### config.mk
export PLATFORM = sky130hd
export DESIGN_NAME = alu_sequencer
export DESIGN_NICKNAME = d
export VERILOG_FILES = /design/src/rtl/cpu_pkg.sv /design/src/rtl/alu16.sv /design/src/rtl/alu_sequencer.sv
export SDC_FILE = /design/constraint.sdc
export NUM_CORES = 1
export LEC_CHECK = 0
export CAP_MARGIN = 20
export CORE_MARGIN = 2
export CORE_UTILIZATION = 50
export DETAILED_ROUTE_END_ITERATION = 16
export PLACE_DENSITY = 0.72
export SLEW_MARGIN = 20
export SYNTH_ARGS = -nofsm -noshare
export SYNTH_HDL_FRONTEND = slang
export SYNTH_HIERARCHICAL = 1
export SYNTH_SLANG_ARGS = --single-unit
### constraint.sdc
create_clock -name clk -period 4.85 [get_ports clk]
set_clock_uncertainty 0.1 [all_clocks]
set_input_delay 0.97 -clock clk [delete_from_list [all_inputs] [get_ports clk]]
set_output_delay 0.97 -clock clk [all_outputs]
set_load 0.02 [all_outputs]
### src/rtl/cpu_pkg.sv
// Shared encodings for the datapath: ALU ops, operand-B shifts, sequencer states
// and the captured instruction word.
package cpu_pkg;

  localparam int unsigned DATA_W = 16;
  localparam int unsigned REG_W  = 3;
  localparam int unsigned FLAG_W = 3;

  typedef enum logic [1:0] {
    OP_ADD = 2'b00,
    OP_CMP = 2'b01,
    OP_AND = 2'b10,
    OP_MVN = 2'b11
  } op_e;

  typedef enum logic [1:0] {
    SH_NONE = 2'b00,
    SH_LSL1 = 2'b01,
    SH_LSR1 = 2'b10,
    SH_ASR1 = 2'b11
  } sh_e;

  typedef enum logic [2:0] {
    ST_IDLE = 3'd0,
    ST_RDA  = 3'd1,
    ST_RDB  = 3'd2,
    ST_EXEC = 3'd3,
    ST_WB   = 3'd4
  } state_e;

  typedef struct packed {
    op_e              op;
    sh_e              sh;
    logic [REG_W-1:0] rd;
    logic [REG_W-1:0] rn;
    logic [REG_W-1:0] rm;
  } instr_t;

  // Single-bit operand-B shifter; LSR fills with zero, ASR replicates the sign.
  function automatic logic [DATA_W-1:0] shift_b(input logic [DATA_W-1:0] b, input sh_e sh);
    logic [DATA_W-1:0] r;
    case (sh)
      SH_LSL1: r = {b[DATA_W-2:0], 1'b0};
      SH_LSR1: r = {1'b0, b[DATA_W-1:1]};
      SH_ASR1: r = {b[DATA_W-1], b[DATA_W-1:1]};
      default: r = b;
    endcase
    return r;
  endfunction

endpackage

### src/rtl/alu16.sv
// Combinational shifter + ALU + {N,V,Z} flag generation for the sequencer.
module alu16
  import cpu_pkg::*;
(
  input  logic [DATA_W-1:0] a,
  input  logic [DATA_W-1:0] b,
  input  logic [1:0]        op,
  input  logic [1:0]        sh,
  output logic [DATA_W-1:0] result_c,
  output logic [FLAG_W-1:0] status_c
);

  logic [DATA_W-1:0] bsh;
  logic              v;

  always_comb begin
    bsh      = shift_b(b, sh_e'(sh));
    result_c = '0;
    v        = 1'b0;
    case (op_e'(op))
      OP_ADD: begin
        result_c = a + bsh;
        v        = (a[DATA_W-1] == bsh[DATA_W-1]) && (result_c[DATA_W-1] != a[DATA_W-1]);
      end
      OP_CMP: begin
        result_c = a - bsh;
        v        = (a[DATA_W-1] != bsh[DATA_W-1]) && (result_c[DATA_W-1] != a[DATA_W-1]);
      end
      OP_AND:  result_c = a & bsh;
      default: result_c = ~bsh;
    endcase
    status_c = {result_c[DATA_W-1], v, (result_c == '0)};
  end

endmodule

### src/rtl/alu_sequencer.sv
// Multi-cycle ALU sequencer: reads A and B from an external register file,
// executes, and writes back, one instruction every five cycles.
module alu_sequencer
  import cpu_pkg::*;
(
  input  logic        clk,
  input  logic        reset,
  input  logic        in_valid,
  output logic        in_ready,
  input  logic [1:0]  op,
  input  logic [1:0]  sh,
  input  logic [2:0]  rd,
  input  logic [2:0]  rn,
  input  logic [2:0]  rm,
  output logic [2:0]  rf_readnum,
  input  logic [15:0] rf_data_out,
  output logic [2:0]  rf_writenum,
  output logic        rf_write,
  output logic [15:0] rf_data_in,
  output logic [2:0]  status,
  output logic        done
);

  state_e            state;
  instr_t            instr;
  logic [DATA_W-1:0] a_q;
  logic [DATA_W-1:0] b_q;
  logic [DATA_W-1:0] c_q;
  logic              wr_q;
  logic              done_q;
  logic [DATA_W-1:0] alu_res;
  logic [FLAG_W-1:0] alu_status;

  alu16 u_alu (
    .a        (a_q),
    .b        (b_q),
    .op       (instr.op),
    .sh       (instr.sh),
    .result_c (alu_res),
    .status_c (alu_status)
  );

  always_ff @(posedge clk) begin
    if (reset) begin
      state       <= ST_IDLE;
      instr       <= '0;
      a_q         <= '0;
      b_q         <= '0;
      c_q         <= '0;
      status      <= '0;
      rf_writenum <= '0;
      rf_readnum  <= '0;
      wr_q        <= 1'b0;
      done_q      <= 1'b0;
      in_ready    <= 1'b1;
    end else begin
      case (state)
        ST_IDLE: begin
          if (in_valid) begin
            instr.op   <= op_e'(op);
            instr.sh   <= sh_e'(sh);
            instr.rd   <= rd;
            instr.rn   <= rn;
            instr.rm   <= rm;
            rf_readnum <= rn;
            in_ready   <= 1'b0;
            state      <= ST_RDA;
          end
        end
        ST_RDA: begin
          a_q        <= rf_data_out;
          rf_readnum <= instr.rm;
          state      <= ST_RDB;
        end
        ST_RDB: begin
          b_q        <= rf_data_out;
          rf_readnum <= '0;
          state      <= ST_EXEC;
        end
        ST_EXEC: begin
          c_q         <= alu_res;
          status      <= alu_status;
          rf_writenum <= instr.rd;
          wr_q        <= (instr.op != OP_CMP);
          done_q      <= 1'b1;
          state       <= ST_WB;
        end
        ST_WB: begin
          wr_q     <= 1'b0;
          done_q   <= 1'b0;
          in_ready <= 1'b1;
          state    <= ST_IDLE;
        end
        default: begin
          wr_q       <= 1'b0;
          done_q     <= 1'b0;
          rf_readnum <= '0;
          in_ready   <= 1'b1;
          state      <= ST_IDLE;
        end
      endcase
    end
  end

  // The register file samples the write port on the same edge that sees reset,
  // so a reset during WB has to kill the strobe before that edge.
  assign rf_write   = wr_q & ~reset;
  assign done       = done_q & ~reset;
  assign rf_data_in = c_q;

endmodule

==> impl_metrics.csv <==
group,metric,value,unit
cells_and_area,area_delta_synth_final,15.7,%
worst_setup_path,crit_buf_inv,1,
clock_network,cts_hold_buffers,0,
sta,fin_crit,4480,ps
place,gp_congestion,0.899,
synthesis,synth.avg_cell_area,7.73,sq um
clock_network,cts_root_buf,"clkbuf_8",
sta,setup_viol_count_final,0,
grt,use_met3,0.0455,
grt,busiest_layer,"met2",
worst_setup_path,reg2regPathDepth,15,
worst_setup_path,ff2ff_setup_slack,370,ps
worst_setup_path,cp_max_fo,9,
sta,max_freq,0.223,GHz
worst_setup_path,start_kind,"flop",
floorplan,coreArea,0.00982,sq mm
grt,met2_usage,0.416,
worst_setup_path,worstSetupPathType,"flop to flop",
sta,drv_slew,0,
synthesis,synth-edff-count,0,
grt,grt_max_degree,70,
worst_setup_path,crit_family,"compound AO/OA/AOI/OAI gates",
routing,via_per_inst,5.77,
run,drv_cap,0,
grt,grt.total_usage,0.259,
routing,vias,4795,
sta,hold_viol_final,0,
routing,drc,0,
synthesis,async_reset_ff_frac,0,
grt,grt_pass1_wl,23100,um
sta,rsz0062_at_grt,"false",
clock_network,clock_latency,360,ps
worst_setup_path,critPathArrivalTime,4660,ps
floorplan,die-area,0.0110,sq mm
place,io_buffers,59,
routing,antenna_left,0,
power,vdd_drop_max,0.317,mV
grt,grt.overflow.total,0,
worst_setup_path,crit_top_cell,"nor4_2",
floorplan,floorplan.initialDensity,0.519,
power,power.leakage,2.26,nW
cells_and_area,antenna_cells,0,
clock_network,cts_resized,0,
synthesis,yosysSeqAreaShare,0.287,
clock_network,cts_tree,"yes",
synthesis,synthTopCellsByCount,"157 x nand2_1, 84 x a21oi_1, 73 x dfxtp_1, 35 x ha_1, 34 x inv_1",
synthesis,yosysMostFrequentCell,"nand2_1",
synthesis,synth_fp_nets,728,
worst_hold_path,min_to,"instr[7]$_SDFFE_PP0P_",
floorplan,rows,36,
worst_setup_path,end_kind,"flop",
place,hpwl,10100,um
clock_network,clock-sinks,73,
routing,routed_wl,13700,um
run_status,outcome,"finished clean",
sta,tns,0,ps
synthesis,yosysWarnings,6,
floorplan,io_pins,60,
floorplan,die_h,105,um
floorplan,die_w,105,um
worst_setup_path,required,5030,ps
worst_setup_path,path_cells,"mux2_1 -> mux2i_1 -> inv_1 -> ha_1 -> o21ba_2 -> a2111oi_4 -> o211ai_1 -> o22ai_1 -> nor3_1 -> nor4_2 -> o2111a_1 -> or4b_1 -> nor4_2 -> nand2_1 -> a21oi_1",
synthesis,ys_ff_latch,73,
synthesis,synth_area_leaders,"dfxtp_1 29%, nand2_1 12%, ha_1 8.6%",
clock_network,cts_post_setup_buffers_inserted,0,
routing,drt_iter0_markers,274,
worst_hold_path,min-delay-start,"instr[7]$_SDFFE_PP0P_",
worst_hold_path,min_path_cells,2,
synthesis,yosysTopAreaCell,"dfxtp_1",
clock_network,cts.reportedPaths.clkPinSlew,80,ps
grt,antenna_found_initial,0,
worst_setup_path,cp_slowest_cell,"dfxtp_1",
synthesis,yosys.cell_types.count,71,
worst_hold_path,hp-class,"flop to flop",
synthesis,syn_inst,659,
sta,worst_pin_slew,966,ps
routing,wl_per_cell,16.5,um
worst_setup_path,rr_endpoint,"status[0]$_SDFFE_PP0P_",
cells_and_area,drive_gt1_frac,0.0745,
cells_and_area,fin_util,0.601,
power,powerDensity,300,mW/mm^2
routing,drtPass1Iterations,5,
sta,slew_headroom,0.355,
grt,grtUsageMet1,0.351,
cells_and_area,fin_nets,762,
sta,timing.final.crit_share,0.923,
clock_network,clock_path_buffers,2,
clock_network,htree_levels,3,
synthesis,synth.top_cell.area_share,0.287,
worst_setup_path,r2r_start,"instr[9]$_SDFFE_PP0P_",
clock_network,cts_made_buffers,9,
grt,grt_pass1_vias,4650,
synthesis,syn-cell-area,0.00510,sq mm
synthesis,synth_flop_cell,"dfxtp_1",
worst_setup_path,max_stage_delay,560,ps
==> per-layer routing <==
metal,vias to the layer above,wire (um)
li1,2366,-
met1,2237,6300
met2,171,6380
met3,21,769
met4,0,278
met5,-,0
==> placed cells by master, fill, tap and decap left out, drive strengths merged, types with 7 or more instances in the layout <==
cell           count
nand2            157
a21oi             84
dfxtp             73
clkdlybuf4s50     58
ha                35
inv               35
nor2              30
mux2i             21
o21ai             19
a21o              12
nor3              12
a31oi             11
buf               11
clkbuf            10
nor2b              9
xnor2              9
o211ai             7
==> worst max path at each step <==
stage                          start                endpoint  slack (ps)  cells after the start
6_report       instr[9]$_SDFFE_PP0P_  status[0]$_SDFFE_PP0P_         370                     15
3_5_place_dp   instr[9]$_SDFFE_PP0P_  status[0]$_SDFFE_PP0P_         480                     15
2_1_floorplan  instr[9]$_SDFFE_PP0P_  status[0]$_SDFFE_PP0P_         910                     16
3_3_place_gp   instr[9]$_SDFFE_PP0P_  status[0]$_SDFFE_PP0P_         530                     15
5_1_grt        instr[9]$_SDFFE_PP0P_  status[0]$_SDFFE_PP0P_          70                     15
4_1_cts        instr[9]$_SDFFE_PP0P_  status[0]$_SDFFE_PP0P_         420                     15
==> tightest hold or removal path: cells and delay by family (launching register included) <==
| kind | cells | cell delay (ps) |
|---|---|---|
| AND/OR/NAND/NOR | 1 | 50 |
| AO/OA/AOI/OAI | 1 | 50 |
| flip-flops | 1 | 320 |
==> area by class of cell <==
| type | count | area, sq um |
|---|---|---|
| repair buffers | 69 | 661 |
| flip-flops and latches | 73 | 1460 |
| fillers | 942 | 3920 |
| clock inverters | 6 | 90.1 |
| well taps | 133 | 166 |
| inverters | 34 | 128 |
| clock buffers | 10 | 138 |
| multi-input cells | 506 | 3250 |
==> kinds of logic after synthesis <==
group	share of synthesized area
and+or+nand+nor	0.224
AOI/OAI and AO/OA	0.237
buffers and inverters	0.0749
DFF	0.287
adders and majority gates	0.0938
muxes	0.0648
xor gates and xnor gates	0.0189
==> sequential cells by signal, indices dropped and copies added (netlist names) <==
name and count:
wr_q 1, rf_data_in 16, in_ready 1, state 3
rf_readnum 3, status 3, rf_writenum 3, instr 10
a_q 16, done_q 1, b_q 16
==> power by group <==
group / switching [mW] / internal [mW] / total, mW
clock: 0.245 / 0.306 / 0.551
combinational: 0.308 / 0.232 / 0.540
sequential: 0.0470 / 0.633 / 0.680
==> metrics by stage <==
stage               hold WS, ps  power (mW)  instance area, sq um  instances  setup slack [ps]
finish                      358        1.77                  5900        831               373
global route                380        1.87                  5900        831              67.3
CTS                         359        1.77                  5900        831               423
detailed placement          347        1.22                  5670        815               483
global placement            341        1.21                  5670        815               533
floorplan                   329        1.08                  5100        659               907
Note: power is estimated with default switching activity, not from simulation.
